===== src/rtl/shift_out_reg.sv =====
// Parallel-to-serial transmit shifter: one-entry holding buffer loaded over valid/ready,
// shifted out MSB first on each shift strobe while the frame is active.
module shift_out_reg #(
    parameter int   DATA_WIDTH = 32,
    parameter logic IDLE_LEVEL = 1'b0
) (
    input  logic                  i_CLK,
    input  logic                  i_RST_N,
    input  logic                  i_LOAD_VALID,
    output logic                  o_LOAD_READY,
    input  logic [DATA_WIDTH-1:0] i_LOAD_DATA,
    input  logic                  i_FRAME,
    input  logic                  i_SHIFT_EN,
    output logic                  o_D,
    output logic                  o_BUSY,
    output logic                  o_DONE,
    output logic                  o_UNDERRUN,
    output logic                  o_ABORT,
    output logic                  o_STATE
);

    localparam int CW = $clog2(DATA_WIDTH);

    // Load handshake: a word transfers on a rising edge where i_LOAD_VALID && o_LOAD_READY.
    // o_LOAD_READY depends only on the holding buffer, never on i_LOAD_VALID.
    typedef enum logic {IDLE = 1'b0, SHIFT = 1'b1} state_t;

    state_t                state, state_nx;
    logic                  hold_full, hold_full_nx;
    logic [DATA_WIDTH-1:0] hold, hold_nx;
    logic [DATA_WIDTH-1:0] sr, sr_nx;
    logic [CW-1:0]         cnt, cnt_nx;
    logic                  d_q, d_nx;
    logic                  done_q, done_nx;
    logic                  underrun_q, underrun_nx;
    logic                  abort_q, abort_nx;

    always_ff @(posedge i_CLK or negedge i_RST_N) begin
        if (!i_RST_N) begin
            state      <= IDLE;
            hold_full  <= 1'b0;
            hold       <= '0;
            sr         <= '0;
            cnt        <= '0;
            d_q        <= IDLE_LEVEL;
            done_q     <= 1'b0;
            underrun_q <= 1'b0;
            abort_q    <= 1'b0;
        end else begin
            state      <= state_nx;
            hold_full  <= hold_full_nx;
            hold       <= hold_nx;
            sr         <= sr_nx;
            cnt        <= cnt_nx;
            d_q        <= d_nx;
            done_q     <= done_nx;
            underrun_q <= underrun_nx;
            abort_q    <= abort_nx;
        end
    end

    always_comb begin
        state_nx     = state;
        hold_full_nx = hold_full;
        hold_nx      = hold;
        sr_nx        = sr;
        cnt_nx       = cnt;
        d_nx         = d_q;
        done_nx      = 1'b0;
        underrun_nx  = 1'b0;
        abort_nx     = 1'b0;

        // Load needs an empty buffer and reload needs a full one, so they never collide.
        if (i_LOAD_VALID && !hold_full) begin
            hold_nx      = i_LOAD_DATA;
            hold_full_nx = 1'b1;
        end

        case (state)
            IDLE: begin
                d_nx = IDLE_LEVEL;
                if (hold_full && i_FRAME) begin
                    sr_nx        = hold;
                    hold_full_nx = 1'b0;
                    cnt_nx       = CW'(DATA_WIDTH - 1);
                    d_nx         = hold[DATA_WIDTH-1];
                    state_nx     = SHIFT;
                end
            end
            SHIFT: begin
                if (!i_FRAME) begin
                    state_nx = IDLE;
                    d_nx     = IDLE_LEVEL;
                    abort_nx = 1'b1;
                end else if (i_SHIFT_EN && cnt != '0) begin
                    sr_nx  = sr << 1;
                    d_nx   = sr[DATA_WIDTH-2];
                    cnt_nx = cnt - 1'b1;
                end else if (i_SHIFT_EN) begin
                    done_nx = 1'b1;
                    if (hold_full) begin
                        // Chain straight into the next word with no idle bit in between.
                        sr_nx        = hold;
                        hold_full_nx = 1'b0;
                        cnt_nx       = CW'(DATA_WIDTH - 1);
                        d_nx         = hold[DATA_WIDTH-1];
                    end else begin
                        state_nx    = IDLE;
                        d_nx        = IDLE_LEVEL;
                        underrun_nx = 1'b1;
                    end
                end
            end
            default: begin
                state_nx = IDLE;
                d_nx     = IDLE_LEVEL;
            end
        endcase
    end

    assign o_LOAD_READY = !hold_full;
    assign o_D          = d_q;
    assign o_BUSY       = (state == SHIFT);
    assign o_DONE       = done_q;
    assign o_UNDERRUN   = underrun_q;
    assign o_ABORT      = abort_q;
    assign o_STATE      = state;

endmodule

===== config.mk =====
export PLATFORM = sky130hd
export DESIGN_NAME = shift_out_reg
export DESIGN_NICKNAME = d
export VERILOG_FILES = /design/src/rtl/shift_out_reg.sv
export SDC_FILE = /design/constraint.sdc
export NUM_CORES = 1
export LEC_CHECK = 0
export BUFFER_PORTS_ARGS = -buffer_cell sky130_fd_sc_hd__buf_4
export CAP_MARGIN = 0
export CORE_MARGIN = 4
export CORE_UTILIZATION = 56
export CTS_CLUSTER_DIAMETER = 80
export DETAILED_ROUTE_END_ITERATION = 10
export GPL_TIMING_DRIVEN = 0
export PLACE_DENSITY = 0.78
export RECOVER_POWER = 50
export SLEW_MARGIN = 20
export SYNTH_ARGS = -nofsm -noshare
export SYNTH_HDL_FRONTEND = slang
export SYNTH_SLANG_ARGS = --single-unit

===== constraint.sdc =====
create_clock -name i_CLK -period 2.8 [get_ports i_CLK]
set_clock_uncertainty 0.15 [all_clocks]
set_input_delay 0 -clock i_CLK [delete_from_list [all_inputs] [get_ports i_CLK]]
set_output_delay 0 -clock i_CLK [all_outputs]
set_load 0.01 [all_outputs]

==> reports/summary.md, run 1 <==
Net count after synthesis: 295. The critical path starts at cnt[0]. Global routing finished with a remaining overflow of 0. In this design, the stage delay of the slowest critical-path cell is 550 ps.

The number of global-route vias before repair was 2,218. The HPWL after detailed placement is 3.69 mm. The initial core utilization was 0.585. The worst hold path belongs to the class primary input to flip-flop. A synthesized cell averages 11.8 sq um. The top flip-flop cell by instance count after synthesis was sky130_fd_sc_hd__dfrtp_1.

The clock sink total is 74, and the first-iteration detailed-routing DRC count is 108. For the utilization of the core after routing, the log shows 0.771. Final hold violation count: 0. The most common library cell in the layout ignoring fill and taps was sky130_fd_sc_hd__dfrtp_1. For this run, the top clock speed supported by timing is 411 MHz.

The post-synthesis compound-gate area fraction was 0.104. The clock network latency to the later pin of the worst-skew pair is 340 ps, and the slew of the pin with the lowest slew margin is 1740 ps. The run gives 0 ps as the setup total negative slack. The area of the die is 6640 sq um. Yosys printed 0 warnings. Global placement routability congestion: 0.721.

The tools report the launching point of the worst reg2reg path as cnt[0]. The multiplexer area fraction after synthesis is 0.119. The count of nets left with antenna violations once routing finished came out at 0.

The critical path goes through inv_1, ha_1, nor4b_1, a21boi_0, nor2_1, nor2_1, dlygate4sd3_1. The cell that appears most often on the critical path is sky130_fd_sc_hd__nor2_1. For this run, the number of standard cells in the final layout without fillers is 423.

The DRC violation count after routing was 0. In the layout the commonest cells are sky130_fd_sc_hd__dfrtp_1 (74), sky130_fd_sc_hd__nor2_1 (63), sky130_fd_sc_hd__buf_4 (41), sky130_fd_sc_hd__dlygate4sd3_1 (37), sky130_fd_sc_hd__mux2_2 (30). Once placement completed, the tool counted placed cells totaling 369. In this run the core area contains 26 standard-cell rows. The routed layout has 2,226 vias.

The longest clock path from root to sink contains 2 buffers. The share of async-settable or async-resettable flops after synthesis came out at 1.00. The top cell family by delay on the critical path was simple AND/OR/NAND/NOR gates. The number of antenna violations at the first check in global routing is 0, and the fraction of synthesized cell area taken by the top area cell type is 0.612. The area added between synthesis and finish is 31.7%, and the share of layout cells above drive strength 1 is 0.287. Ranked by total cell area, the synthesized netlist is headed by sky130_fd_sc_hd__dfrtp_1 (61%), sky130_fd_sc_hd__mux2_2 (11%), sky130_fd_sc_hd__nor2_1 (7.8%). After synthesis, the largest family of logic cells by area is multiplexers. The final cycle utilization of the critical path is 0.870. In this run the count of I/O pins placed on the die edge is 44. In this run the power density over the cells is 776 nW/um^2. The clock slew seen by the registers of the worst setup and hold paths was 70 ps; the area share of and/or/nand/nor cells after synthesis was 0.117.

Subtracting the final worst setup slack from the clock period gives 2440 ps. The adder-cell share of the synthesized area was 0.00827; the detailed-route wire length was 6.21 mm. For the gate count of the mapped netlist, the log shows 256. The run gives 3.09 mW as the total power after layout. The final reports fail on max-capacitance violations, max-slew violations.

The netlist area before placement is 3030 sq um. The kind of critical path was flip-flop to flip-flop. After the last flow step, the layout net total stands at 386. The root buffer cell chosen for the clock tree is sky130_fd_sc_hd__clkbuf_8. The floorplan step defined a core boundary enclosing 5170 sq um. Setup slack on the worst flop-to-flop path: 360 ps.

The synthesized design contains 0 enable-type register cells. The worst slew slack as a fraction of its limit came out at -0.160. Synthesis inferred 74 register bits. Setup repair after global routing left no endpoint under its margin. CTS built an H-tree with a depth of 3.

The run gives 30 as the distinct cell type count of the synthesized netlist. The via-per-instance ratio is 5.26, and the final number of setup-violating endpoints is 0. The run gives 2520 ps as the critical path data arrival time. The hold path startpoint is i_FRAME. TritonCTS built the clock tree. The max-slew violation count came out at 75.

For the overall track demand over capacity in global routing, the log shows 0.208. Entering global routing, the biggest net connects 75 pins. The number of I/O port buffers came out at 43. The largest individual stage delay along the critical path comes from the cell sky130_fd_sc_hd__dlygate4sd3_1.

IR analysis of the VDD net gives a maximum drop of 0.595 mV. The run finished, with violations left. The logs give 4 for the number of detailed-routing iterations run before antenna repair and 2880 ps for the required time of the critical path.

The number of max-capacitance violations reported is 1. Counting the fill cells in the layout gives 328. In this run the static leakage power is 1.73 nW.

STA classifies the critical path endpoint as a flip-flop. The part of the Yosys area used for sequential elements was 0.612. After clock tree synthesis, the setup repair step added 0 buffers. Dividing the detail-routed wire length by the instance count gives 14.7 um.

The worst setup path is launched from a flip-flop. The height of the die was 81.5 um; the number of buffers created by CTS was 9. Along the worst path, the maximum fanout reaches 4.

The synthesized design spends more area on one cell type than any other, namely sky130_fd_sc_hd__dfrtp_1. The first global-routing pass estimated 10.4 mm of wire. The die is 81.5 um wide.

The number of buffers and inverters on the critical path is 2. XOR/XNOR share of the synthesized area: 0.
## path summary, 6_finish.rpt
| check | endpoint | depth (start not counted) |
|---|---|---|
| worst max-delay path | hold_full | 7 |
| worst min-delay path | o_ABORT | 3 |
| worst max register to register | hold_full | 7 |
| worst min register to register | sr[0] | 1 |
| max in group asynchronous | hold[15] | 2 |
| min in group asynchronous | o_BUSY | 2 |
## flip-flops by register name, summed over array words and instances, names as in the netlist
name and flops:
cnt 5, hold 32, hold_full 1, o_ABORT 1, o_BUSY 1, o_D 1
o_DONE 1, o_UNDERRUN 1, sr 31
## routing by layer
metal  GRT usage  wire length [um]
met1       0.257              2650
met2       0.347              3240
met3      0.0636               234
met4      0.0726                87
met5           0                 0
## layout make-up
type                    count  area (sq um)  area share
diodes                      1          2.50    0.000628
plain buffers              15           103      0.0257
clock buffers              14           163      0.0408
clock inverters             2          35.0     0.00879
inverters                   5          18.8     0.00471
multi-input cells         162          1050       0.264
flip-flops and latches     74          1850       0.465
well taps                  70          87.6      0.0220
repair buffers             80           672       0.169
## worst register-to-register path: stages (launching register included)
cell                            delay (ps)
sky130_fd_sc_hd__dfrtp_1               380
sky130_fd_sc_hd__inv_1                 110
sky130_fd_sc_hd__ha_1                  170
sky130_fd_sc_hd__nor4b_1               460
sky130_fd_sc_hd__a21boi_0              250
sky130_fd_sc_hd__nor2_1                190
sky130_fd_sc_hd__nor2_1                 60
sky130_fd_sc_hd__dlygate4sd3_1         550
## where the power goes
| group | switching [mW] | total [mW] | leakage (nW) | internal [mW] |
|---|---|---|---|---|
| registers | 0.208 | 1.63 | 0.830 | 1.42 |
| clock network | 0.356 | 0.816 | 0.101 | 0.460 |
| logic | 0.282 | 0.651 | 0.799 | 0.368 |
## cell usage after synthesis (2+ instances only)
cell,n
sky130_fd_sc_hd__buf_2,7
sky130_fd_sc_hd__nor2_1,63
sky130_fd_sc_hd__mux2_2,30
sky130_fd_sc_hd__nand3_1,2
sky130_fd_sc_hd__buf_6,3
sky130_fd_sc_hd__o22ai_1,29
sky130_fd_sc_hd__buf_4,4
sky130_fd_sc_hd__nand2_1,2
sky130_fd_sc_hd__ha_1,2
sky130_fd_sc_hd__nor3_1,2
sky130_fd_sc_hd__nor2b_1,3
sky130_fd_sc_hd__inv_1,5
sky130_fd_sc_hd__o22ai_2,3
sky130_fd_sc_hd__mux2_1,2
sky130_fd_sc_hd__a21oi_1,6
sky130_fd_sc_hd__and3_1,3
sky130_fd_sc_hd__dfrtp_1,74
sky130_fd_sc_hd__o21ai_0,4
## timing repair
item / in CTS / in global routing
resized for setup: 0 / 0
endpoints found under the hold margin: 113 / 0
hold buffers: 37 / 0
## cells by family (layout without fill, tap and decap cells)
kind of cell / after synthesis / in the layout
muxes: 32 / 32
buffers and inverters: 20 / 116
DFF: 74 / 74
other: 0 / 1
adders and majority gates: 2 / 2
AOI/OAI and AO/OA: 47 / 47
and+or+nand+nor: 81 / 81
## through the flow
| step | setup slack, ps | hold slack (ps) | cell area, sq um |
|---|---|---|---|
| finish | 364 | 255 | 3990 |
| global route | 199 | 270 | 3980 |
| CTS | 360 | 210 | 4010 |
| detailed placement | 609 | 35.3 | 3440 |
| global placement | 710 | 40.3 | 3440 |
| floorplan | 892 | -446 | 3030 |
No activity file was read; power rests on OpenSTA's default activity.
==> run 2: changes to the inputs <==
--- a/config.mk
+++ b/config.mk
@@ -9,6 +9,7 @@
 export CAP_MARGIN = 0
 export CORE_MARGIN = 4
 export CORE_UTILIZATION = 56
+export CTS_BUF_LIST = sky130_fd_sc_hd__clkbuf_4 sky130_fd_sc_hd__clkbuf_8 sky130_fd_sc_hd__clkbuf_16
 export CTS_CLUSTER_DIAMETER = 80
 export DETAILED_ROUTE_END_ITERATION = 10
 export GPL_TIMING_DRIVEN = 0
==> run 2 against run 1 <==
  * The run still ends with max-capacitance violations, max-slew violations left
  * Register-to-register slack is essentially flat
  * Utilization grew 0.22 points
  * Combinational power hardly changed
  * Cell count unchanged
  * Count of clock-buffer cells in the layout unchanged
  * Via count hardly changed
  * Wire length is 0.60% lower
  * Flip-flop and latch count unchanged
  * Die area did not move
  * Fmax shrank 0.27%
  * Largest power group unchanged
==> reports/summary.md, run 2 (synthesis results as in run 1) <==
The power share of the sequential group is 0.521 (was 0.526), and the global placement routability congestion is 0.721 (unchanged). The tools report the maximum number of pins on one net before global-route repair as 75 (unchanged). TritonCTS built the clock tree. The critical-path maximum fanout came out at 4 (unchanged). Power share of the clock group: 0.271 (was 0.264). The run gives 0.208 (was 0.210) as the part of the total power dissipated in combinational logic.

Most frequent cells in the layout: sky130_fd_sc_hd__dfrtp_1 (74), sky130_fd_sc_hd__nor2_1 (63), sky130_fd_sc_hd__buf_4 (41), sky130_fd_sc_hd__dlygate4sd3_1 (37), sky130_fd_sc_hd__mux2_2 (30) (unchanged). For the net switching power of the design, the log shows 0.845 mW (was 0.846 mW). Leading registers by flop count: hold x32, sr x31, cnt x5 (unchanged).

The post-placement worst setup slack came out at 609 ps (unchanged). The required time of the critical path came out at 2880 ps (about the same). The tools report the number of nets in the layout as 386 (unchanged). The run finished, with violations left. The maximum level of the CTS H-tree was 3 (unchanged); the number of flip-flops under the largest register name was 32 (unchanged).

The logs give 0.616 mV (was 0.595 mV) for the maximum ir drop on the vdd rail and 1.74 nW (was 1.73 nW) for the leakage power. The power density normalized to cell area came out at 781 nW/um^2 (was 776 nW/um^2). The post-place instance area was 3440 sq um (unchanged). The largest register by flop count is hold (unchanged). The run gives 2 (unchanged) as the number of buffers between clock root and the deepest sink. The logs give 360 ps (about the same) for the setup slack on the worst flop-to-flop path and 10.4 mm (about the same) for the wire length of the first global-routing pass. The clock network latency to the later pin of the worst-skew pair was 340 ps (about the same); the number of vias in the routed layout was 2,228 (was 2,226).

Design internal power: 2.28 mW (was 2.25 mW). The routed wire length per instance is 14.6 um (was 14.7 um). The run gives 409 MHz (was 411 MHz) as the maximum achievable frequency. The final HPWL from detailed placement is 3.69 mm (unchanged). The count of placed standard cells in the final layout, fillers left out was 423 (unchanged). The logs give 26 (unchanged) for the site row count and 0 (unchanged) for the post-CTS setup buffer count. The number of detailed-routing iterations run before antenna repair was 4 (unchanged); the number of max-capacitance violations reported was 1 (unchanged). The logs give 0 (unchanged) for the number of antenna violations at the first check in global routing and 357 ps (was 364 ps) for the worst-case setup margin in the final layout. The clock slew seen by the registers of the worst setup and hold paths was 70 ps (about the same). The net switching share of the total power was 0.271 (was 0.274); the clock sink total was 74 (unchanged). The tools report the residual overflow from global routing as 0 (unchanged).

The slew of the pin with the lowest slew margin works out to 1740 ps (about the same). The capturing element type of the critical path is a flip-flop (unchanged). The share of layout cells above drive strength 1 came out at 0.295 (was 0.287).

The cell area after layout came out at 4000 sq um (was 3990 sq um). Max-slew violation count: 75 (unchanged). The run gives 44 (unchanged) as the count of pins on the block boundary.

The launching element type of the critical path is a flip-flop (unchanged). The most common library cell in the layout ignoring fill and taps is sky130_fd_sc_hd__dfrtp_1 (unchanged). The detailed-route wire length came out at 6.17 mm (was 6.21 mm). The DRC violation count after routing was 0 (unchanged); the via-per-instance ratio was 5.27 (was 5.26). The time the worst path needs with I/O delays and setup was 2440 ps (about the same).

First-iteration detailed-routing DRC count: 96 (was 108). Number of global-route vias before repair: 2,228 (was 2,218). The final hold violation count came out at 0 (unchanged). The cell at the root of the clock tree is sky130_fd_sc_hd__clkbuf_8 (unchanged).

The final cycle utilization of the critical path is 0.872 (was 0.870). Failing checks: max-capacitance violations, max-slew violations (unchanged). The tools report the number of buffers created by CTS as 9 (unchanged).

The setup total negative slack is 0 ps (unchanged), and the remaining antenna violation count after routing is 0 (unchanged). The kind of critical path was flip-flop to flip-flop (unchanged). The logs give 2520 ps (about the same) for the critical path data arrival time and 0 (unchanged) for the final number of setup-violating endpoints.

For the worst slew slack as a fraction of its limit, the log shows -0.160 (about the same). The area added between synthesis and finish was 32.1% (was 31.7%). The overall track demand over capacity in global routing is 0.208 (about the same), and the horizontal die dimension is 81.5 um (unchanged). Class of the tightest hold or removal check: primary input to flip-flop (unchanged). Setup repair after global routing left no endpoint under its margin. The run gives 5170 sq um (unchanged) as the core area.

The height of the die works out to 81.5 um (unchanged). Number of I/O port buffers: 43 (unchanged). The initial core utilization came out at 0.585 (unchanged). The area of the die is 6640 sq um (unchanged), and the total power after layout is 3.12 mW (was 3.09 mW). The run gives 369 (unchanged) as the number of instances in the placed design.
run 2: changes by cell type in the layout (fill, tap and decap cells not counted):
cell                       before  now
sky130_fd_sc_hd__clkbuf_4       0    3
sky130_fd_sc_hd__clkbuf_1       9    6
run 2: what timing repair did:
action                                 4_1_cts  5_1_grt
hold buffers                                37        0
endpoints found under the hold margin      113        0
resized for setup                            0        0
run 2: cell type report:
cell class	count	area, sq um
fill	321	1170
antenna	1	2.50
multi-input combinational	162	1050
tap	70	87.6
buffer	15	103
timing repair buffer	80	672
clock buffer	14	174
inverter	5	18.8
clock inverter	2	35.0
sequential	74	1850
run 2: per-stage QoR:
step,hold WS [ps],utilization
detailed placement,35.3,0.664
finish,257,0.773
floorplan,-446,-
global route,270,0.772
global placement,40.3,0.664
CTS,210,0.776
run 2: path summary, 6_finish.rpt:
check	startpoint	end	depth (start not counted)
worst max-delay path	cnt[0]	hold_full	7
worst min-delay path	i_FRAME	o_ABORT	3
worst max register to register	cnt[0]	hold_full	7
worst min register to register	hold[1]	hold[1]	1
max in group asynchronous	i_RST_N	hold[11]	2
min in group asynchronous	i_RST_N	o_BUSY	2
run 2: critical path, stage by stage, from the launching register on:
cell and delay, ps:
sky130_fd_sc_hd__dfrtp_1 380, sky130_fd_sc_hd__inv_1 110, sky130_fd_sc_hd__ha_1 170, sky130_fd_sc_hd__nor4b_1 460, sky130_fd_sc_hd__a21boi_0 250, sky130_fd_sc_hd__nor2_1 200, sky130_fd_sc_hd__nor2_1 60, sky130_fd_sc_hd__dlygate4sd3_1 550
run 2: routing by layer:
| layer | routed length [um] | global-route usage | vias to the layer above | share of wire |
|---|---|---|---|---|
| li1 | - | - | 1070 | - |
| met1 | 2640 | 0.259 | 1100 | 0.43 |
| met2 | 3180 | 0.345 | 48 | 0.52 |
| met3 | 244 | 0.0636 | 10 | 0.040 |
| met4 | 102 | 0.0726 | 0 | 0.017 |
| met5 | 0 | 0 | - | 0 |
run 2: power groups by stage:
stage / Sequential [mW] / Combinational, mW / Clock, mW
global route: 1.67 / 0.729 / 0.907
detailed placement: 1.64 / 0.608 / 0
CTS: 1.62 / 0.657 / 0.863
floorplan: 1.58 / 0.459 / 0
global placement: 1.63 / 0.583 / 0
finish: 1.62 / 0.650 / 0.846
==> run 3: changes to the inputs <==
--- a/config.mk
+++ b/config.mk
@@ -8,12 +8,12 @@
 export BUFFER_PORTS_ARGS = -buffer_cell sky130_fd_sc_hd__buf_4
 export CAP_MARGIN = 0
 export CORE_MARGIN = 4
-export CORE_UTILIZATION = 56
+export CORE_UTILIZATION = 51
 export CTS_BUF_LIST = sky130_fd_sc_hd__clkbuf_4 sky130_fd_sc_hd__clkbuf_8 sky130_fd_sc_hd__clkbuf_16
 export CTS_CLUSTER_DIAMETER = 80
 export DETAILED_ROUTE_END_ITERATION = 10
 export GPL_TIMING_DRIVEN = 0
-export PLACE_DENSITY = 0.78
+export PLACE_DENSITY = 0.75
 export RECOVER_POWER = 50
 export SLEW_MARGIN = 20
 export SYNTH_ARGS = -nofsm -noshare
==> constraint.sdc (replaced) <==
create_clock -name i_CLK -period 2.1 [get_ports i_CLK]
set_clock_uncertainty 0.15 [all_clocks]
set_input_delay 0 -clock i_CLK [delete_from_list [all_inputs] [get_ports i_CLK]]
set_output_delay 0 -clock i_CLK [all_outputs]
set_load 0.01 [all_outputs]
==> run 3 against run 2 <==
  * The flow still finishes with violations (max-capacitance violations, max-slew violations)
  * First-iteration DRC count up 29%
  * Total power is 29% higher
  * Setup slack got worse by 260 ps
  * Register-to-register slack lost 260 ps
  * Die area is 8.8% higher
  * Utilization is 6.9 points lower
  * Global-route usage is 2.6 points lower
  * Via count down 1.3%
  * Critical endpoint is now sr[6]
  * Largest cell class unchanged
  * Largest power group unchanged
==> reports/summary.md, run 3 (synthesis results as in run 1) <==
The run finished, with violations left. Failing checks: max-capacitance violations, max-slew violations (unchanged). The worst slew slack as a fraction of its limit is -0.0459 (was -0.160), and the clock network latency to the later pin of the worst-skew pair is 340 ps (about the same).

The final cycle utilization of the critical path is 0.952 (was 0.872). The final number of setup-violating endpoints is 0 (unchanged), and the critical path data arrival time is 2080 ps (was 2520 ps). The logs give 2180 ps (was 2880 ps) for the required time of the critical path and 75 (unchanged) for the maximum number of pins on one net before global-route repair. The slew of the pin with the lowest slew margin works out to 1570 ps (was 1740 ps). The logs give 0 (unchanged) for the remaining antenna violation count after routing and 0.722 (was 0.721) for the global placement routability congestion. The logs give 0 (unchanged) for the DRC violation count after routing and 4.02 mW (was 3.12 mW) for the total power after layout. The maximum achievable frequency is 500 MHz (was 409 MHz). The most common library cell in the layout ignoring fill and taps is sky130_fd_sc_hd__dfrtp_1 (unchanged). The number of nets in the layout was 386 (unchanged).

Setup repair after global routing left no endpoint under its margin. The wire length of the first global-routing pass is 10.4 mm (about the same), and the wire length the detailed router placed on met1 is 2.71 mm (was 2.64 mm). The via-per-instance ratio is 5.20 (was 5.27).

Cell chain of the critical path: inv_1, ha_1, or4b_4, o22a_4, buf_6, o22ai_1, nor2_1 (was inv_1, ha_1, nor4b_1, a21boi_0, nor2_1, nor2_1, dlygate4sd3_1). The number of I/O port buffers is 43 (unchanged), and the final hold violation count is 0 (unchanged). The critical-path maximum fanout works out to 10 (was 4).

The site row count was 27 (was 26). Number of buffers created by CTS: 9 (unchanged). TritonCTS built the clock tree. For the count of pins on the block boundary, the log shows 44 (unchanged). The setup total negative slack was 0 ps (unchanged). For the residual overflow from global routing, the log shows 0 (unchanged). The clock slew seen by the registers of the worst setup and hold paths works out to 70 ps (about the same). The area of the die came out at 7230 sq um (was 6640 sq um). The area added between synthesis and finish is 31.2% (was 32.1%).

The largest register by flop count is hold (unchanged). The time the worst path needs with I/O delays and setup is 2000 ps (was 2440 ps). The cell type of the slowest stage on the worst timing path was sky130_fd_sc_hd__or4b_4 (was sky130_fd_sc_hd__dlygate4sd3_1). The leakage power was 1.74 nW (about the same); the final HPWL from detailed placement was 3.73 mm (was 3.69 mm).

The run gives 1 (unchanged) as the number of max-capacitance violations reported. The biggest cell delay along the critical path is 490 ps (was 550 ps), and the net switching power of the design is 1.14 mW (was 0.845 mW). The run gives 0.245 (was 0.271) as the power share of the clock group.

The number of vias in the routed layout was 2,198 (was 2,228). Leading registers by flop count: hold x32, sr x31, cnt x5 (unchanged). The logs give 74 (unchanged) for the clock sink total and 0.214 (was 0.208) for the part of the total power dissipated in combinational logic. The net switching share of the total power is 0.284 (was 0.271). The cell area after layout was 3970 sq um (was 4000 sq um); the number of buffers between clock root and the deepest sink was 2 (unchanged).

The count of inserted antenna diode cells is 0 (was 1). The class of the tightest hold or removal check is primary input to flip-flop (unchanged). The number of global-route vias before repair was 2,201 (was 2,228); the height of the die was 85.0 um (was 81.5 um).

The horizontal die dimension is 85.0 um (was 81.5 um). The tools report the power share of the sequential group as 0.540 (was 0.521). Routed wire length per instance: 14.3 um (was 14.6 um). The max-slew violation count came out at 75 (unchanged). Most frequent cells in the layout: sky130_fd_sc_hd__dfrtp_1 (74), sky130_fd_sc_hd__nor2_1 (63), sky130_fd_sc_hd__buf_4 (41), sky130_fd_sc_hd__dlygate4sd3_1 (36), sky130_fd_sc_hd__mux2_2 (30) (was sky130_fd_sc_hd__dfrtp_1 (74), sky130_fd_sc_hd__nor2_1 (63), sky130_fd_sc_hd__buf_4 (41), sky130_fd_sc_hd__dlygate4sd3_1 (37), sky130_fd_sc_hd__mux2_2 (30)). The topmost layer with routed signal wires was met4 (unchanged). The tools report the met2 wire length as 2.94 mm (was 3.18 mm).

The tools report the maximum ir drop on the vdd rail as 0.589 mV (was 0.616 mV). The run gives 244 um (unchanged) as the met3 wire length. The number of detailed-routing iterations run before antenna repair was 4 (unchanged).

The top cell family by delay on the critical path is simple AND/OR/NAND/NOR gates (unchanged). The logs give 124 (was 96) for the first-iteration detailed-routing DRC count and 0 (unchanged) for the number of antenna violations at the first check in global routing. The tools report the cell at the root of the clock tree as sky130_fd_sc_hd__clkbuf_8 (unchanged).

The run gives 3 (unchanged) as the maximum level of the CTS H-tree. The kind of critical path is flip-flop to flip-flop (unchanged). For the initial core utilization, the log shows 0.536 (was 0.585). The buffer and inverter count on the worst path is 2 (unchanged). Design internal power: 2.88 mW (was 2.28 mW). For the utilization of the core after routing, the log shows 0.704 (was 0.773). Power density normalized to cell area: 1010 nW/um^2 (was 781 nW/um^2). Post-place instance area: 3440 sq um (about the same).

The tools report the capturing element type of the critical path as a flip-flop (unchanged). The number of flip-flops under the largest register name was 32 (unchanged). The launching element type of the critical path is a flip-flop (unchanged). The share of layout cells above drive strength 1 is 0.299 (was 0.295), and the overall track demand over capacity in global routing is 0.183 (was 0.208). The detailed-route wire length was 6.05 mm (was 6.17 mm); the core area was 5640 sq um (was 5170 sq um).
==> run 3: cell types whose count changed in the layout (fill, tap and decap cells not counted), sizes merged <==
| cell | previous run | this run |
|---|---|---|
| diode | 1 | 0 |
| buf | 51 | 52 |
| dlygate4sd3 | 37 | 36 |
| clkinv | 1 | 3 |
| clkbuf | 21 | 19 |
| bufinv | 1 | 0 |
==> run 3: stage by stage <==
stage               setup slack (ps)  hold WS, ps  std cells
floorplan                        192         -446        256
global placement                1.69         41.9        371
detailed placement             -60.7         35.1        371
CTS                             42.6          197        422
global route                    10.9          252        423
finish                           100          257        423
==> run 3: power by group through the flow <==
stage | Sequential [mW] | Combinational, mW | Clock [mW]
floorplan | 2.11 | 0.612 | 0
CTS | 2.17 | 0.872 | 1.01
global route | 2.22 | 0.974 | 1.08
global placement | 2.17 | 0.775 | 0
finish | 2.17 | 0.861 | 0.985
detailed placement | 2.19 | 0.817 | 0
==> run 3: path summary, 6_finish.rpt <==
path	cells past startpoint	start	slack, ps	end
worst min-delay path	3	i_FRAME	260	o_ABORT
min in group asynchronous	2	i_RST_N	460	o_ABORT
worst max register to register	7	cnt[1]	100	sr[6]
max in group asynchronous	2	i_RST_N	400	hold[15]
worst min register to register	1	hold[2]	360	hold[2]
worst max-delay path	7	cnt[1]	100	sr[6]
==> run 3: worst min-delay path: cells and delay by family <==
family,cells,cell delay [ps]
buffers and inverters,2,680
AND/OR/NAND/NOR,1,40
==> run 3: layer usage <==
| metal | GRT usage | up-vias |
|---|---|---|
| met4 | 0.0820 | 0 |
| met2 | 0.294 | 50 |
| met1 | 0.236 | 1066 |
| li1 | - | 1068 |
| met5 | 0 | - |
| met3 | 0.0427 | 14 |
==> run 3: final cells by class <==
| cell class | instances | area, sq um |
|---|---|---|
| clock buffer | 12 | 159 |
| clock inverter | 3 | 15.0 |
| sequential | 74 | 1850 |
| tap | 72 | 90.1 |
| multi-input combinational | 162 | 1070 |
| fill | 413 | 1670 |
| buffer | 15 | 103 |
| timing repair buffer | 80 | 666 |
| inverter | 5 | 18.8 |
==> run 3: timing repair <==
item | CTS | global route
endpoints found under the setup margin | 30 | 29
hold buffers | 36 | 0
resized for setup | 1 | 2
pin swaps | 0 | 1
buffers inserted | 0 | 1
endpoints found under the hold margin | 113 | 0
